<file path="config.mk">
export PLATFORM = sky130hd
export DESIGN_NAME = edit_mem_read_count_tracker_flat
export DESIGN_NICKNAME = d
export VERILOG_FILES = /design/src/rtl/edit_mem_read_count_tracker_pkg.sv /design/src/rtl/edit_mem_read_count_tracker_if.sv /design/src/rtl/edit_mem_read_count_tracker_prims.sv /design/src/rtl/edit_mem_read_count_tracker.sv /design/src/flat_wrapper.sv
export SDC_FILE = /design/constraint.sdc
export NUM_CORES = 1
export LEC_CHECK = 0
export ABC_AREA = 1
export CAP_MARGIN = 0
export CORE_MARGIN = 3
export CORE_UTILIZATION = 60
export CTS_CLUSTER_DIAMETER = 30
export DETAILED_ROUTE_END_ITERATION = 10
export PLACE_DENSITY_LB_ADDON = 0.1
export RECOVER_POWER = 50
export REMOVE_ABC_BUFFERS = 1
export SLEW_MARGIN = 10
export SYNTH_ARGS = -nofsm -noshare
export SYNTH_HDL_FRONTEND = slang
export SYNTH_SLANG_ARGS = --single-unit
</file>
<file path="constraint.sdc">
create_clock -name clk -period 12.05 [get_ports clk]
set_input_delay 2.41 -clock clk [delete_from_list [all_inputs] [get_ports clk]]
set_output_delay 2.41 -clock clk [all_outputs]
set_load 0.05 [all_outputs]
</file>
<file path="src/rtl/edit_mem_read_count_tracker_pkg.sv">
// Shared widths, operation encodings and the set-FIFO entry layout for the
// edit-memory read-count tracker.
package edit_mem_read_count_tracker_pkg;

  localparam int EM_BUF_PTR_NBITS       = 6;
  localparam int PORT_ID_NBITS          = 3;
  localparam int READ_COUNT_NBITS       = 4;
  localparam int EM_RC_FIFO_DEPTH_NBITS = 4;

  typedef logic [EM_BUF_PTR_NBITS-1:0] buf_ptr_t;
  typedef logic [READ_COUNT_NBITS-1:0] read_count_t;

  localparam read_count_t RC_ONE = read_count_t'(1);

  typedef enum logic {
    RR_REL = 1'b0,
    RR_SET = 1'b1
  } rr_e;

  typedef enum logic [1:0] {
    OP_NONE = 2'd0,
    OP_SET  = 2'd1,
    OP_REL  = 2'd2
  } op_e;

  typedef struct packed {
    logic [PORT_ID_NBITS-1:0] port_id;
    buf_ptr_t                 ptr;
    read_count_t              count;
  } set_entry_t;

endpackage

</file>
<file path="src/rtl/edit_mem_read_count_tracker_if.sv">
// Bus between the read-count producers/consumers and the tracker.
interface edit_mem_read_count_tracker_if;
  import edit_mem_read_count_tracker_pkg::*;

  logic                     read_count_valid;
  logic [PORT_ID_NBITS-1:0] read_count_port_id;
  buf_ptr_t                 read_count_buf_ptr;
  read_count_t              read_count;
  logic                     buf_rel_valid;
  buf_ptr_t                 buf_rel_ptr;
  logic                     buf_rel_ready;
  logic                     free_buf_valid;
  buf_ptr_t                 free_buf_ptr;
  logic                     free_buf_ready;
  logic                     rc_overflow_err;
  logic                     rel_underflow_err;

  modport master (
    output read_count_valid, read_count_port_id, read_count_buf_ptr, read_count,
    output buf_rel_valid, buf_rel_ptr, free_buf_ready,
    input  buf_rel_ready, free_buf_valid, free_buf_ptr,
    input  rc_overflow_err, rel_underflow_err
  );

  modport slave (
    input  read_count_valid, read_count_port_id, read_count_buf_ptr, read_count,
    input  buf_rel_valid, buf_rel_ptr, free_buf_ready,
    output buf_rel_ready, free_buf_valid, free_buf_ptr,
    output rc_overflow_err, rel_underflow_err
  );
endinterface

</file>
<file path="src/rtl/edit_mem_read_count_tracker_prims.sv">
// Storage primitives for the tracker: a first-word-fall-through FIFO and a
// 1-read/1-write RAM with one cycle of read latency.
module sfifo2f_fo #(
  parameter int W  = 8,
  parameter int AW = 4
) (
  input  logic          clk,
  input  logic          rst,
  input  logic          push,
  input  logic [W-1:0]  din,
  input  logic          pop,
  output logic [W-1:0]  dout,
  output logic [AW:0]   count
);
  logic [W-1:0]  mem [2**AW];
  logic [AW-1:0] wptr;
  logic [AW-1:0] rptr;

  // NOTE: storage arrays are not reset; only the pointers and count are, which
  // keeps the array mappable onto RAM cells and makes stale contents unreachable.
  always_ff @(posedge clk) begin
    if (push) mem[wptr] <= din;
  end

  always_ff @(posedge clk or posedge rst) begin
    if (rst) begin
      wptr  <= '0;
      rptr  <= '0;
      count <= '0;
    end else begin
      if (push) wptr <= wptr + 1'b1;
      if (pop)  rptr <= rptr + 1'b1;
      case ({push, pop})
        2'b10:   count <= count + 1'b1;
        2'b01:   count <= count - 1'b1;
        default: ;
      endcase
    end
  end

  assign dout = mem[rptr];
endmodule

module ram_1r1w_ultra #(
  parameter int AW = 6,
  parameter int DW = 4
) (
  input  logic          clk,
  input  logic [AW-1:0] raddr,
  output logic [DW-1:0] rdata,
  input  logic          wen,
  input  logic [AW-1:0] waddr,
  input  logic [DW-1:0] wdata
);
  logic [DW-1:0] mem [2**AW];

  // A same-address read and write return the old data; the caller forwards.
  always_ff @(posedge clk) begin
    if (wen) mem[waddr] <= wdata;
    rdata <= mem[raddr];
  end
endmodule

</file>
<file path="src/rtl/edit_mem_read_count_tracker.sv">
// Read-count tracker: queues count sets, decrements on egress releases and
// returns buffers to the free pool when their count reaches zero.
module edit_mem_read_count_tracker
  import edit_mem_read_count_tracker_pkg::*;
(
  input logic                           clk,
  input logic                           rst,
  edit_mem_read_count_tracker_if.slave  bus
);

  localparam int FCNT_NBITS = EM_RC_FIFO_DEPTH_NBITS + 1;
  localparam logic [FCNT_NBITS-1:0] SET_FULL_COUNT = FCNT_NBITS'(1 << EM_RC_FIFO_DEPTH_NBITS);
  localparam logic [FCNT_NBITS-1:0] STALL_COUNT    = FCNT_NBITS'((1 << EM_RC_FIFO_DEPTH_NBITS) - 1);

  set_entry_t             set_din;
  set_entry_t             set_head;
  logic [FCNT_NBITS-1:0]  set_count;
  logic                   set_empty;
  logic                   set_full;
  logic                   set_push;

  buf_ptr_t               free_head;
  logic [FCNT_NBITS-1:0]  free_count;
  logic                   free_empty;
  logic                   free_pop;

  rr_e                    rr_q;
  logic                   stall;
  logic                   both_pend;
  logic                   rel_ready;
  logic                   grant_rel;
  logic                   grant_set;
  buf_ptr_t               s0_ptr;

  op_e                    s1_op;
  buf_ptr_t               s1_ptr;
  read_count_t            s1_count;
  read_count_t            ram_rdata;
  read_count_t            cur;
  logic                   s1_wr;
  read_count_t            s1_wdata;
  logic                   s1_push;
  logic                   s1_underflow;

  logic                   fwd_valid;
  buf_ptr_t               fwd_ptr;
  read_count_t            fwd_data;
  logic                   overflow_q;
  logic                   underflow_q;

  // Set path: entries are dropped, not back-pressured, when the FIFO is full.
  assign set_din   = '{port_id: bus.read_count_port_id,
                       ptr:     bus.read_count_buf_ptr,
                       count:   bus.read_count};
  assign set_empty = (set_count == '0);
  assign set_full  = (set_count == SET_FULL_COUNT);
  assign set_push  = bus.read_count_valid & ~set_full;

  sfifo2f_fo #(.W($bits(set_entry_t)), .AW(EM_RC_FIFO_DEPTH_NBITS)) u_set_fifo (
    .clk   (clk),
    .rst   (rst),
    .push  (set_push),
    .din   (set_din),
    .pop   (grant_set),
    .dout  (set_head),
    .count (set_count)
  );

  // Stall counts the push S1 is about to make so the free FIFO never overfills.
  assign stall     = (free_count + FCNT_NBITS'(s1_push)) >= STALL_COUNT;
  assign both_pend = ~set_empty & bus.buf_rel_valid;
  assign rel_ready = ~stall & (set_empty | (rr_q == RR_REL));
  assign grant_rel = bus.buf_rel_valid & rel_ready;
  assign grant_set = ~stall & ~set_empty & ~grant_rel;
  assign s0_ptr    = grant_rel ? bus.buf_rel_ptr : set_head.ptr;

  ram_1r1w_ultra #(.AW(EM_BUF_PTR_NBITS), .DW(READ_COUNT_NBITS)) u_count_ram (
    .clk   (clk),
    .raddr (s0_ptr),
    .rdata (ram_rdata),
    .wen   (s1_wr),
    .waddr (s1_ptr),
    .wdata (s1_wdata)
  );

  // NOTE: every output of a combinational block gets a default first so no
  // path through the case leaves a signal unassigned and infers a latch.
  always_comb begin
    cur          = (fwd_valid && (fwd_ptr == s1_ptr)) ? fwd_data : ram_rdata;
    s1_wr        = 1'b0;
    s1_wdata     = '0;
    s1_push      = 1'b0;
    s1_underflow = 1'b0;
    unique case (s1_op)
      OP_SET: begin
        s1_wr    = 1'b1;
        s1_wdata = s1_count;
        s1_push  = (s1_count == '0);
      end
      OP_REL: begin
        if (cur == '0) begin
          s1_underflow = 1'b1;
        end else begin
          s1_wr    = 1'b1;
          s1_wdata = cur - RC_ONE;
          s1_push  = (cur == RC_ONE);
        end
      end
      default: ;
    endcase
  end

  // NOTE: state registers use non-blocking assignments so every flop samples
  // the pre-edge values regardless of statement order.
  always_ff @(posedge clk or posedge rst) begin
    if (rst) begin
      rr_q        <= RR_REL;
      s1_op       <= OP_NONE;
      s1_ptr      <= '0;
      s1_count    <= '0;
      fwd_valid   <= 1'b0;
      fwd_ptr     <= '0;
      fwd_data    <= '0;
      overflow_q  <= 1'b0;
      underflow_q <= 1'b0;
    end else begin
      if (both_pend && !stall) rr_q <= (rr_q == RR_REL) ? RR_SET : RR_REL;
      s1_op       <= grant_rel ? OP_REL : (grant_set ? OP_SET : OP_NONE);
      s1_ptr      <= s0_ptr;
      s1_count    <= set_head.count;
      fwd_valid   <= s1_wr;
      fwd_ptr     <= s1_ptr;
      fwd_data    <= s1_wdata;
      overflow_q  <= bus.read_count_valid & set_full;
      underflow_q <= s1_underflow;
    end
  end

  assign free_empty = (free_count == '0);
  assign free_pop   = ~free_empty & bus.free_buf_ready;

  sfifo2f_fo #(.W(EM_BUF_PTR_NBITS), .AW(EM_RC_FIFO_DEPTH_NBITS)) u_free_fifo (
    .clk   (clk),
    .rst   (rst),
    .push  (s1_push),
    .din   (s1_ptr),
    .pop   (free_pop),
    .dout  (free_head),
    .count (free_count)
  );

  assign bus.buf_rel_ready     = rel_ready;
  assign bus.free_buf_valid    = ~free_empty;
  assign bus.free_buf_ptr      = free_head;
  assign bus.rc_overflow_err   = overflow_q;
  assign bus.rel_underflow_err = underflow_q;

endmodule

</file>
<file path="src/flat_wrapper.sv">
// flat-port wrapper written by rule: the top's interface ports become plain ports
module edit_mem_read_count_tracker_flat import edit_mem_read_count_tracker_pkg::*;
  (clk, rst, bus_read_count_valid, bus_read_count_port_id, bus_read_count_buf_ptr, bus_read_count, bus_buf_rel_valid, bus_buf_rel_ptr, bus_free_buf_ready, bus_buf_rel_ready, bus_free_buf_valid, bus_free_buf_ptr, bus_rc_overflow_err, bus_rel_underflow_err);
  edit_mem_read_count_tracker_if bus_i ();
  input logic clk;
  input logic rst;
  input wire logic [$bits(bus_i.read_count_valid)-1:0] bus_read_count_valid;
  input wire logic [$bits(bus_i.read_count_port_id)-1:0] bus_read_count_port_id;
  input wire logic [$bits(bus_i.read_count_buf_ptr)-1:0] bus_read_count_buf_ptr;
  input wire logic [$bits(bus_i.read_count)-1:0] bus_read_count;
  input wire logic [$bits(bus_i.buf_rel_valid)-1:0] bus_buf_rel_valid;
  input wire logic [$bits(bus_i.buf_rel_ptr)-1:0] bus_buf_rel_ptr;
  input wire logic [$bits(bus_i.free_buf_ready)-1:0] bus_free_buf_ready;
  output wire logic [$bits(bus_i.buf_rel_ready)-1:0] bus_buf_rel_ready;
  output wire logic [$bits(bus_i.free_buf_valid)-1:0] bus_free_buf_valid;
  output wire logic [$bits(bus_i.free_buf_ptr)-1:0] bus_free_buf_ptr;
  output wire logic [$bits(bus_i.rc_overflow_err)-1:0] bus_rc_overflow_err;
  output wire logic [$bits(bus_i.rel_underflow_err)-1:0] bus_rel_underflow_err;
  assign bus_i.read_count_valid = bus_read_count_valid;
  assign bus_i.read_count_port_id = bus_read_count_port_id;
  assign bus_i.read_count_buf_ptr = bus_read_count_buf_ptr;
  assign bus_i.read_count = bus_read_count;
  assign bus_i.buf_rel_valid = bus_buf_rel_valid;
  assign bus_i.buf_rel_ptr = bus_buf_rel_ptr;
  assign bus_i.free_buf_ready = bus_free_buf_ready;
  assign bus_buf_rel_ready = bus_i.buf_rel_ready;
  assign bus_free_buf_valid = bus_i.free_buf_valid;
  assign bus_free_buf_ptr = bus_i.free_buf_ptr;
  assign bus_rc_overflow_err = bus_i.rc_overflow_err;
  assign bus_rel_underflow_err = bus_i.rel_underflow_err;
  edit_mem_read_count_tracker u_core (.clk(clk), .rst(rst), .bus(bus_i));
endmodule
</file>
Word-level counts from Yosys, hierarchy flattened
Memories as Yosys holds them, arrays and structs flattened. A register that Yosys moved wholly into a read port is not among the register bits.
Index checks and enable logic that the tools add are counted.
{ "totals": {"regBits": 52, "ramBits": 560, "in_bits": 24, "output_inout_bits": 10, "elab_cells": 83, "memories": 3} }
{ "classes": {"n_addsub": 10, "n_lt_le_gt_ge": 1, "eq_ne": 9, "n_mux": 21, "n_bitwise": 15, "reduce_logical": 9} }
{ "memory_table": {"columns": ["memory", "words", "width", "rd", "rd_ports_with_merged_regs", "wr", "line", "source"], "rows": [
  ["u_core.u_count_ram.mem", 64, 4, 1, 1, 1, "edit_mem_read_count_tracker_prims.sv:55", "logic [DW-1:0] mem [2**AW];"],
  ["u_core.u_set_fifo.mem", 16, 13, 1, 0, 1, "edit_mem_read_count_tracker_prims.sv:15", "logic [W-1:0] mem [2**AW];"],
  ["u_core.u_free_fifo.mem", 16, 6, 1, 0, 1, "edit_mem_read_count_tracker_prims.sv:15", null]
]} }
{ "ops": {"columns": ["cell", "count"], "rows": [
  ["case mux 5 bit (2 select lines)", 2],
  ["adder 4 x 1 -> 4 bit, second input constant", 4],
  ["two-way mux 1 bit", 12],
  ["adder 5 x 1 -> 5 bit, second input constant", 2],
  ["logical NOT 5 bit", 2],
  ["subtractor 5 x 1 -> 5 bit, second input constant", 2],
  ["AND 1 bit", 8],
  ["logical NOT 4 bit", 2],
  ["two-way mux 4 bit", 2],
  ["case mux 4 bit (2 select lines)", 1],
  ["== test 2 x 1 -> 1 bit, second input constant", 3],
  ["== test 2 bit, second input constant", 3],
  ["== test 6 bit", 1],
  ["two-way mux 6 bit", 1],
  ["inverter 1 bit", 6],
  ["adder 5 x 1 -> 5 bit", 1],
  ["== test 5 bit, second input constant", 1],
  ["greater-or-equal comparator 5 x 4 -> 1 bit, second input constant", 1],
  ["== test 4 x 1 -> 1 bit, second input constant", 1],
  ["case mux 1 bit (2 select lines)", 2],
  ["nonzero test 2 bit", 2],
  ["subtractor 4 x 1 -> 4 bit, second input constant", 1],
  ["logical AND 1 bit", 2],
  ["two-way mux 2 bit", 1],
  ["other kinds (2)", 2]
]} }

Logic depth before layout (Yosys ltp)
Gate-level depths: netlist (run 1).
{ "logic_depth": {"ltp_word": 15, "ltp_mapped": 33, "ltp_nobuf": 32} }

Cells and area by module
Synthesis (run 1) repeated with hierarchy kept, for this count alone.
{ "hier_totals": {"cells_unflattened": 2292, "area_unflattened_um2": 26171.4} }
{ "by_module_without_submodules": {"columns": ["module", "instances", "cells_each", "area_per_inst_um2", "seq_area_each_um2"], "rows": [
  ["ram_1r1w_ultra", 1, 948, 10881.7, 7767.4],
  ["sfifo2f_fo (u_core.u_set_fifo)", 1, 765, 9171.3, 6571.3],
  ["sfifo2f_fo (u_core.u_free_fifo)", 1, 413, 4748.3, 3208.1],
  ["edit_mem_read_count_tracker", 1, 166, 1370.1, 650.6]
]} }

Least setup slack after synthesis (run 1)
OpenSTA, ideal clock, no wires.
{ "synth_timing": {"path_type": "reg2out", "start": "register u_core.s1_ptr[3]", "end": "output port bus_buf_rel_ready", "arrival_time_ns": 3.422, "required_time_ns": 9.640, "slack_ns": 6.218, "path_stages_with_launch": 22, "path_buffers": 0, "path_cell_list": "dfrtp_1 inv_1 nand2_1 o21ai_0 a211oi_1 nand4_1 o21ai_0 ha_1 nand2_1 nand2_1 o21ai_0 nand2_1 inv_1 ha_1 ha_1 inv_1 nand2_1 nand2_1 nor2_1 nand2_1 nand3_1 inv_1"} }
{ "synth_between": {"elab_chain_cells": 10, "elab_cells_between_ends": 11, "classes_between": "1 x add/sub; 1 x order compare; 2 x eq/ne; 3 x mux; 2 x bitwise; 2 x reduce/logical"} }
{ "synth_lines": {"columns": ["item", "line", "source"], "rows": [
  ["from (decl)", "edit_mem_read_count_tracker.sv:36", "buf_ptr_t s1_ptr;"],
  ["from (signal assigned)", "edit_mem_read_count_tracker.sv:129", "s1_ptr <= s0_ptr;"],
  ["== test 6 bit (*)", "edit_mem_read_count_tracker.sv:89", "cur = (fwd_valid && (fwd_ptr == s1_ptr)) ? fwd_data : ram_rdata;"],
  ["logical AND 1 bit (*)", "edit_mem_read_count_tracker.sv:89", null],
  ["two-way mux 4 bit (*)", "edit_mem_read_count_tracker.sv:89", null],
  ["== test 4 x 1 -> 1 bit / logical NOT 4 bit (equally long branches)", "edit_mem_read_count_tracker.sv:106, edit_mem_read_count_tracker.sv:101", null],
  ["two-way mux 1 bit (*)", "edit_mem_read_count_tracker.sv:101", "if (cur == '0) begin"],
  ["case mux 1 bit (2 select lines) (*)", "edit_mem_read_count_tracker.sv:94", "unique case (s1_op)"],
  ["named net u_core.s1_push", "edit_mem_read_count_tracker.sv:42", "logic s1_push;"],
  ["adder 5 x 1 -> 5 bit (*)", "edit_mem_read_count_tracker.sv:70", "assign stall = (free_count + FCNT_NBITS'(s1_push)) >= STALL_COUNT;"],
  ["greater-or-equal comparator 5 x 4 -> 1 bit (*)", "edit_mem_read_count_tracker.sv:70", null],
  ["inverter 1 bit (*)", "edit_mem_read_count_tracker.sv:72", "assign rel_ready = ~stall & (set_empty | (rr_q == RR_REL));"],
  ["AND 1 bit (*)", "edit_mem_read_count_tracker.sv:72", null],
  ["to (decl)", "flat_wrapper.sv:14", "output wire logic [$bits(bus_i.buf_rel_ready)-1:0] bus_buf_rel_ready;"]
]} }
Mark *: on every way through the listed nets, which the timed path passes. The rest lies on a longest branch.

Final worst setup path (run 1)
{ "layout_timing": {"start": "register u_core.s1_ptr[0]", "end": "output port bus_buf_rel_ready"} }
Same word-level chain as after synthesis.

==> out/results.txt, run 1 <==
largest net degree at the start of global routing: 88
CP Cell Sequence: clkbuf_1 > o21ai_0 > a21oi_1 > nand4_1 > o21ai_0 > ha_1 > nand2_1 > nand2_1 > o21ai_0 > nand2_1 > inv_1 > ha_1 > ha_1 > inv_1 > nand2_1 > nand2_1 > nor2_1 > nand2_1 > nand3_1 > inv_1 > clkdlybuf4s50_1
router iterations before antenna repair: 5
Initial Util: 0.610
R2R Setup Slk: 3.97 ns
synth top area cells: edfxtp_1, nand3_1, nand2_1
reg2reg path depth: 29
number of DRC markers in iteration 0: 1423
IO Pins: 34
die area: 43000 sq um
RePlAce Congestion: 0.801
crit-path max FO: 24
pre-CTS setup slack: 4.16 ns
setup TNS: 0 ns
nature of the critical path startpoint: flip-flop
cell taking the most area after synthesis: edfxtp_1
Highest Clock Rate: 118 MHz
fin nets: 2324
post-layout min period: 8.44 ns
drt total wl: 55100 um
die span in y: 207 um
antenna fix cells: 0
slowest cell on the critical path: clkbuf_1
Hold Buf Count CTS: 0
Final Max Tran Viols: 405
latest clock arrival within the worst-skew pair: 0.62 ns
worst setup path endpoint: bus_buf_rel_ready
Peak VDD IR: 0.221 mV
final worst slack: 3.61 ns
Setup crit end kind: primary output
CTS H-tree depth: 3
Core ar.: 39900 sq um
RSZ-0062 raised after global routing: false
Max Cap Viol: 6
worst path bufs/invs: 5
CTS clk-pin slew, worst paths: 0.05 ns
IO Port Bufs: 30
vias: 16400
register area: 16800 sq um
All-Layer GR Usage: 0.256
DPL Wire Length: 30900 um
Synth Instances: 2215
Leakage Power: 11.3 nW
Max Buffers Root-to-Sink: 3
most used cell, CP: nand2_1
global route total overflow: 0
CP required: 9.64 ns
Crit Path Class: flip-flop to primary output
Residual DRC: 0
Final setup viols: 0
row count: 73
Worst slew margin: -1.39
TritonCTS Sinks: 568
cell area after synthesis: 24300 sq um
final hold violation count: 0
Root Driver: clkbuf_16
Slew @ Worst Pin: 3.58 ns
wire per inst: 19.1 um
#FFs+latches synth: 568
share of cells above drive strength 1: 0.0914
CTS buffer count: 105
Fin Clk Skew: 0.0192 ns
DIE WIDTH: 207 um
crit-path max cell delay: 0.87 ns
crit path DAT: 6.03 ns
cell family with most CP delay: buffers and inverters
cts repair resizes: 0
synth unique cells: 33
global-route wire length before repair: 86500 um
vias in the first global route: 16000
violated checks: max-capacitance violations, max-slew violations
sequential-to-total area share from yosys stat: 0.689
worst r2r src: u_core.s1_ptr[0]$_DFF_PP0_
power per cell area: 302 nW/um^2
multi-input logic area: 6080 sq um
# fillers: 2709
worst setup path start: u_core.s1_ptr[0]$_DFF_PP0_
Critical R2R Capture: u_core.u_count_ram.rdata[2]$_DFF_P_
CTS tree: yes
post-route clock period utilization: 0.701
area grow syn2layout: 17.7%
Synth Area per Inst: 11.0 sq um
Levels on crit path: 21
Antenna Nets Post-Route: 0
DR vias/cell: 5.67
postcts setup bufs: 0
initial antenna violation count: 0
worst hold path type: flip-flop to flip-flop
status: finished with violations
Synth top area share: 0.632
Synth warnings: 0
==> sequential cells by signal (all words and copies together) (netlist names), 4 cells and up <==
name                      count
u_core.fwd_ptr                6
u_core.u_free_fifo.mem       96
u_core.u_count_ram.rdata      4
u_core.s1_ptr                 6
u_core.u_set_fifo.mem       160
u_core.u_free_fifo.wptr       4
u_core.u_free_fifo.count      5
u_core.u_free_fifo.rptr       4
u_core.fwd_data               4
u_core.u_set_fifo.rptr        4
u_core.s1_count               4
u_core.u_set_fifo.count       5
u_core.u_count_ram.mem      256
u_core.u_set_fifo.wptr        4
==> cell usage in the layout (no fill, tap or decap), drive strengths merged, types with 16 or more instances in the layout <==
master / count
buf: 17
clkbuf: 128
nor3: 18
dfrtp: 52
nand3: 315
ha: 24
nand4: 16
o221ai: 32
o21ai: 148
o22ai: 21
clkinv: 42
edfxtp: 512
nand3b: 17
nor2: 222
inv: 322
nand2: 360
==> worst min-delay path by stage <==
| stage | slack, ns | cells past startpoint | endpoint | startpoint |
|---|---|---|---|---|
| after global placement | 0.46 | 1 | u_core.rr_q$_DFFE_PP0P_ | u_core.rr_q$_DFFE_PP0P_ |
| after floorplan | 0.45 | 1 | u_core.rr_q$_DFFE_PP0P_ | u_core.rr_q$_DFFE_PP0P_ |
| after global routing | 0.51 | 1 | u_core.rr_q$_DFFE_PP0P_ | u_core.rr_q$_DFFE_PP0P_ |
| final | 0.48 | 1 | u_core.rr_q$_DFFE_PP0P_ | u_core.rr_q$_DFFE_PP0P_ |
| after detailed placement | 0.47 | 1 | u_core.rr_q$_DFFE_PP0P_ | u_core.rr_q$_DFFE_PP0P_ |
| after CTS | 0.48 | 1 | u_core.rr_q$_DFFE_PP0P_ | u_core.rr_q$_DFFE_PP0P_ |
==> cell usage after synthesis (all sizes together) <==
library cell    n
edfxtp        512
nand2         360
nand3         315
inv           307
nor2          222
o21ai         148
clkbuf         81
dfrtp          52
o221ai         32
ha             24
buf            21
o22ai          21
nor3           18
nand3b         17
nand4          16
o211ai         15
xor2           15
a21oi          13
or2             5
xnor2           5
clkinv          4
dfxtp           4
a211oi          2
fa              2
a31o            1
a31oi           1
and3            1
o31ai           1
==> cells by family (layout without fill, tap and decap cells) <==
group / after synthesis / after routing / share of synthesized area
AND/OR/NAND/NOR: 954 / 954 / 0.169
adder cells (fa/ha/maj): 26 / 26 / 0.0140
XOR/XNOR: 20 / 20 / 0.00720
flip-flops: 568 / 568 / 0.689
AO/OA/AOI/OAI: 234 / 234 / 0.0567
buffers and inverters: 413 / 560 / 0.0644
==> stage by stage <==
stage,area (sq um),cells,hold slack (ns),power (mW),util
final,28600,2887,0.476,8.64,0.718
after global routing,28600,2887,0.511,9.12,0.718
after global placement,25100,2692,0.461,5.69,0.630
after floorplan,23900,2113,0.445,4.70,-
after detailed placement,25100,2692,0.474,5.77,0.630
after CTS,28700,2887,0.485,8.64,0.718
==> final cells by class <==
| type | count | share of cell area |
|---|---|---|
| clock buffer | 121 | 0.0971 |
| clock inverter | 74 | 0.0261 |
| inverter | 311 | 0.0408 |
| multi-input combinational | 1234 | 0.212 |
| sequential | 568 | 0.585 |
| tap | 525 | 0.0229 |
| timing repair buffer | 54 | 0.0159 |
==> layer usage <==
layer / vias up / GRT usage / part of all wire
met5: - / 0 / 0
met4: 0 / 0.0866 / 0.023
met3: 95 / 0.0496 / 0.083
met2: 701 / 0.414 / 0.48
met1: 7833 / 0.354 / 0.41
li1: 7752 / - / -
==> report_power, final <==
group | switching (mW) | internal (mW) | total, mW | leakage (nW)
clock | 0.997 | 1.86 | 2.86 | 1.71
sequential | 0.153 | 2.50 | 2.65 | 5.27
combinational | 2.27 | 0.867 | 3.13 | 4.30
total | 3.41 | 5.22 | 8.64 | 11.3
Note: power is estimated with default switching activity, not from simulation.
==> run 2: changes to the inputs <==
--- a/config.mk
+++ b/config.mk
@@ -8,7 +8,7 @@
 export ABC_AREA = 1
 export CAP_MARGIN = 0
 export CORE_MARGIN = 3
-export CORE_UTILIZATION = 60
+export CORE_UTILIZATION = 56
 export CTS_CLUSTER_DIAMETER = 30
 export DETAILED_ROUTE_END_ITERATION = 10
 export PLACE_DENSITY_LB_ADDON = 0.1
==> constraint.sdc (replaced) <==
create_clock -name clk -period 6.75 [get_ports clk]
set_input_delay 1.35 -clock clk [delete_from_list [all_inputs] [get_ports clk]]
set_output_delay 1.35 -clock clk [all_outputs]
set_load 0.05 [all_outputs]
==> run 2 against run 1 <==
The run still ends with max-capacitance violations, max-slew violations left. Via count fell by 0.63%. Utilization down 4.3 points. Non-clock buffer count increased by 7. First-iteration DRC count rose by 12%. Register-to-register slack lost 3.2 ns. Combinational power grew 84%.
==> out/results.txt, run 2 (same netlist as run 1, synthesis figures left out) <==
Max Buffers Root-to-Sink: 3
vias in the first global route: 16200
die area: 46000 sq um
nature of the critical path startpoint: flip-flop
commonest non-fill, non-tap cell in the layout: edfxtp_1
Antenna Nets Post-Route: 0
DR vias/cell: 5.54
Hold Buf Count CTS: 0
top flop regs: u_core.u_count_ram.mem: 256 flops, u_core.u_set_fifo.mem: 160 flops, u_core.u_free_fifo.mem: 96 flops
DPL Wire Length: 32100 um
worst path bufs/invs: 5
RSZ-0062 raised after global routing: false
Core ar.: 42400 sq um
worst hold path type: flip-flop to flip-flop
router iterations before antenna repair: 6
global route total overflow: 0
latest clock arrival within the worst-skew pair: 0.64 ns
crit-path max cell delay: 0.66 ns
Finished Layout Cells: 2938
Root Driver: clkbuf_16
max reg flops: 256
IO Pins: 34
All-Layer GR Usage: 0.246
most used cell, CP: nand2_1
cell family with most CP delay: simple AND/OR/NAND/NOR gates
global-route wire length before repair: 88500 um
post-route clock period utilization: 0.893
dpl cells: 2751
CTS clk-pin slew, worst paths: 0.05 ns
Slew @ Worst Pin: 3.41 ns
post-layout min period: 6.03 ns
Highest Clock Rate: 166 MHz
die span in y: 214 um
TritonCTS Sinks: 568
power per cell area: 536 nW/um^2
Fin Clk Skew: 0.0291 ns
share of cells above drive strength 1: 0.0847
Worst slew margin: -1.27
CTS tree: yes
status: finished with violations
most frequent cells in the layout: edfxtp_1, nand2_1, nand3_1
final hold violation count: 0
number of DRC markers in iteration 0: 1588
Final setup viols: 0
DIE WIDTH: 214 um
crit-path max FO: 22
Peak VDD IR: 0.424 mV
Leakage Power: 11.2 nW
CP required: 7.27 ns
CTS H-tree depth: 3
IO Port Bufs: 30
Setup crit end kind: flip-flop
Design Power: 15.3 mW
row count: 75
postcts setup bufs: 0
Initial Util: 0.574
Biggest register: u_core.u_count_ram.mem
cts repair resizes: 0
# fillers: 3178
largest net degree at the start of global routing: 76
Crit Path Class: flip-flop to flip-flop
violated checks: max-capacitance violations, max-slew violations
area grow syn2layout: 17.5%
Max Cap Viol: 6
fin util: 0.674
slowest cell on the critical path: clkinvlp_4
Residual DRC: 0
vias: 16300
RePlAce Congestion: 0.825
setup TNS: 0 ns
antenna fix cells: 0
initial antenna violation count: 0
wire per inst: 19.1 um
drt total wl: 56100 um
CTS buffer count: 100
Final Max Tran Viols: 374
crit path DAT: 6.55 ns
fin nets: 2326
==> run 2: cell types whose count changed in the layout (fill, tap and decap cells not counted), moves of 2 or more <==
cell / delta
clkbuf_16: -7
bufinv_16: +2
clkbuf_1: +8
clkdlybuf4s50_1: -2
clkinv_1: +5
clkinv_2: -3
clkinv_4: -3
inv_6: -7
clkinvlp_4: +5
buf_12: +4
clkbuf_8: -4
==> run 2: stage by stage <==
step | hold slack (ns) | instance area (sq um) | setup slack, ns
after floorplan | 0.445 | 23900 | -0.601
after global placement | 0.464 | 25300 | 0.756
after detailed placement | 0.480 | 25300 | 0.566
after CTS | 0.497 | 28600 | 0.541
after global routing | 0.516 | 28600 | 0.172
final | 0.503 | 28600 | 0.722
==> run 2: metal layers <==
metal / vias up / share of wire / GRT usage
li1: 7748 / - / -
met1: 7831 / 0.43 / 0.337
met2: 588 / 0.48 / 0.401
met3: 110 / 0.070 / 0.0421
met4: 0 / 0.025 / 0.0894
met5: - / 0 / 0
==> run 2: layout make-up <==
type	count	area, sq um	share of cell area
flip-flops and latches	568	16800	0.586
multi-input cells	1234	6070	0.212
clock buffers	113	2560	0.0895
inverters	311	1170	0.0409
clock inverters	74	783	0.0274
well taps	577	722	0.0252
repair buffers	61	536	0.0187
==> run 2: final timing paths <==
kind / slack, ns / startpoint / cells after the start / endpoint
setup / recovery: 0.72 / u_core.s1_ptr[1]$_DFF_PP0_ / 27 / u_core.u_count_ram.rdata[0]$_DFF_P_
hold reg to reg: 0.50 / u_core.rr_q$_DFFE_PP0P_ / 1 / u_core.rr_q$_DFFE_PP0P_
min in group asynchronous: 2.31 / rst / 3 / u_core.bus.rel_underflow_err$_DFF_PP0_
hold / removal: 0.50 / u_core.rr_q$_DFFE_PP0P_ / 1 / u_core.rr_q$_DFFE_PP0P_
setup reg to reg: 0.72 / u_core.s1_ptr[1]$_DFF_PP0_ / 27 / u_core.u_count_ram.rdata[0]$_DFF_P_
max in group asynchronous: 2.67 / rst / 3 / u_core.u_free_fifo.wptr[2]$_DFFE_PP0P_
==> run 2: where the power goes <==
part,leakage [nW],switching (mW),internal (mW)
combinational,4.33,4.16,1.61
clock,1.59,1.72,3.17
sequential,5.27,0.204,4.46
==> run 3: changes to the inputs <==
--- a/config.mk
+++ b/config.mk
@@ -8,11 +8,10 @@
 export ABC_AREA = 1
 export CAP_MARGIN = 0
 export CORE_MARGIN = 3
-export CORE_UTILIZATION = 56
+export CORE_UTILIZATION = 30
 export CTS_CLUSTER_DIAMETER = 30
 export DETAILED_ROUTE_END_ITERATION = 10
 export PLACE_DENSITY_LB_ADDON = 0.1
-export RECOVER_POWER = 50
 export REMOVE_ABC_BUFFERS = 1
 export SLEW_MARGIN = 10
 export SYNTH_ARGS = -nofsm -noshare
==> run 3 against run 2 <==
The flow now finishes without violations. Critical path depth shrank 1. Die area grew 84%. Hold slack lost 0.028 ns. Largest cell class unchanged.
==> out/results.txt, run 3 (same netlist as run 1, synthesis figures left out) <==
CTS tree: yes
status: complete, no violations
Root Driver: clkbuf_16
Highest Clock Rate: 166 MHz
commonest non-fill, non-tap cell in the layout: edfxtp_1
setup TNS: 0 ns
fin nets: 2384
post-layout min period: 6.02 ns
reg2reg path depth: 26
wire per inst: 18.8 um
# fillers: 7729
Antenna Nets Post-Route: 0
row count: 103
vias in the first global route: 16300
crit-path max cell delay: 0.87 ns
Leakage Power: 12.0 nW
DR vias/cell: 4.69
Core ar.: 79600 sq um
TritonCTS Sinks: 568
die span in y: 291 um
RePlAce Congestion: 0.772
Hold Buf Count CTS: 0
worst path bufs/invs: 4
Worst slew margin: 0.215
share of cells above drive strength 1: 0.114
dpl cells: 3240
drt total wl: 65900 um
initial antenna violation count: 0
Levels on crit path: 26
cell family with most CP delay: simple AND/OR/NAND/NOR gates
number of DRC markers in iteration 0: 1021
worst hold path type: flip-flop to flip-flop
most used cell, CP: nand2_1
CP required: 7.32 ns
Final Max Tran Viols: 0
DPL Wire Length: 38700 um
power per cell area: 560 nW/um^2
Biggest register: u_core.u_count_ram.mem
top flop regs: u_core.u_count_ram.mem: 256 flops, u_core.u_set_fifo.mem: 160 flops, u_core.u_free_fifo.mem: 96 flops
CTS H-tree depth: 4
largest net degree at the start of global routing: 66
latest clock arrival within the worst-skew pair: 0.70 ns
area grow syn2layout: 26.2%
fin util: 0.386
nature of the critical path startpoint: flip-flop
crit path DAT: 6.59 ns
design area: 30700 sq um
All-Layer GR Usage: 0.155
antenna fix cells: 0
RSZ-0062 raised after global routing: false
max reg flops: 256
hold path depth: 1
Slew @ Worst Pin: 1.17 ns
global-route wire length before repair: 99600 um
postcts setup bufs: 0
Initial Util: 0.306
IO Port Bufs: 30
DIE WIDTH: 291 um
Max Cap Viol: 0
worst setup path start: u_core.s1_ptr[3]$_DFF_PP0_
final hold violation count: 0
Fin Clk Skew: 0.0300 ns
Setup crit end kind: flip-flop
Finished Layout Cells: 3499
crit-path max FO: 17
slowest cell on the critical path: clkinv_1
IO Pins: 34
Peak VDD IR: 0.250 mV
Crit Path Class: flip-flop to flip-flop
CTS clk-pin slew, worst paths: 0.04 ns
cts repair resizes: 0
hold_sp: u_core.rr_q$_DFFE_PP0P_
worst r2r src: u_core.s1_ptr[3]$_DFF_PP0_
DP Area: 26000 sq um
Final setup viols: 0
global route total overflow: 0
most frequent cells in the layout: edfxtp_1, nand2_1, nand3_1
vias: 16400
die area: 84600 sq um
CTS buffer count: 142
Max Buffers Root-to-Sink: 3
router iterations before antenna repair: 7
post-route clock period utilization: 0.892
Residual DRC: 0
-- run 3: final timing paths --
kind                                                           endpoint  slack [ns]
worst max-delay path                u_core.u_count_ram.rdata[1]$_DFF_P_        0.73
max in group asynchronous         u_core.u_set_fifo.rptr[0]$_DFFE_PP0P_        5.02
worst max register to register      u_core.u_count_ram.rdata[1]$_DFF_P_        0.73
min in group asynchronous       u_core.u_free_fifo.count[0]$_DFFE_PP0P_        1.19
worst min register to register                  u_core.rr_q$_DFFE_PP0P_        0.48
worst min-delay path                            u_core.rr_q$_DFFE_PP0P_        0.48
-- run 3: cell type report --
class | instances | area, sq um | area share
multi-input cells | 1234 | 6090 | 0.198
repair buffers | 77 | 701 | 0.0228
clock inverters | 76 | 831 | 0.0271
well taps | 1050 | 1310 | 0.0428
inverters | 311 | 1170 | 0.0380
clock buffers | 183 | 3840 | 0.125
flip-flops and latches | 568 | 16800 | 0.546
-- run 3: per-layer routing --
layer | vias to the layer above | share of wire | track usage
li1 | 7895 | - | -
met4 | 0 | 0.029 | 0.0588
met1 | 7974 | 0.45 | 0.209
met2 | 408 | 0.46 | 0.245
met5 | - | 0 | 0
met3 | 147 | 0.051 | 0.0347
-- run 3: worst register-to-register path, stage by stage, from the launching register on --
cell and delay (ns):
dfrtp_1 0.37, inv_1 0.17, nor2_1 0.06, a211oi_1 0.23
nand4_1 0.29, o21ai_0 0.52, ha_1 0.27, nand2_1 0.10
nand2_1 0.13, o21ai_0 0.09, nand2_1 0.09, inv_1 0.09
ha_1 0.24, ha_1 0.23, inv_1 0.06, nand2_1 0.05
nand2_1 0.05, nor2_1 0.03, nand2_1 0.08, nand4_1 0.30
or2_2 0.41, o21ai_2 0.38, clkinv_1 0.88, nand3_1 0.42
nand3_1 0.12, nand3_1 0.17, nand2_1 0.09
-- run 3: per-stage QoR --
| stage | worst slack [ns] | hold slack, ns | power, mW |
|---|---|---|---|
| 2_1_floorplan | -0.601 | 0.445 | 8.39 |
| 3_3_place_gp | 0.792 | 0.461 | 10.8 |
| 3_5_place_dp | 0.683 | 0.467 | 10.8 |
| 4_1_cts | 0.659 | 0.477 | 17.4 |
| 5_1_grt | 0.181 | 0.501 | 18.3 |
| 6_report | 0.727 | 0.475 | 17.2 |
-- run 3: power breakdown --
part	switching (mW)	internal [mW]
Combinational	4.37	1.67
Sequential	0.204	4.43
Clock	2.01	4.51
Total	6.59	10.6
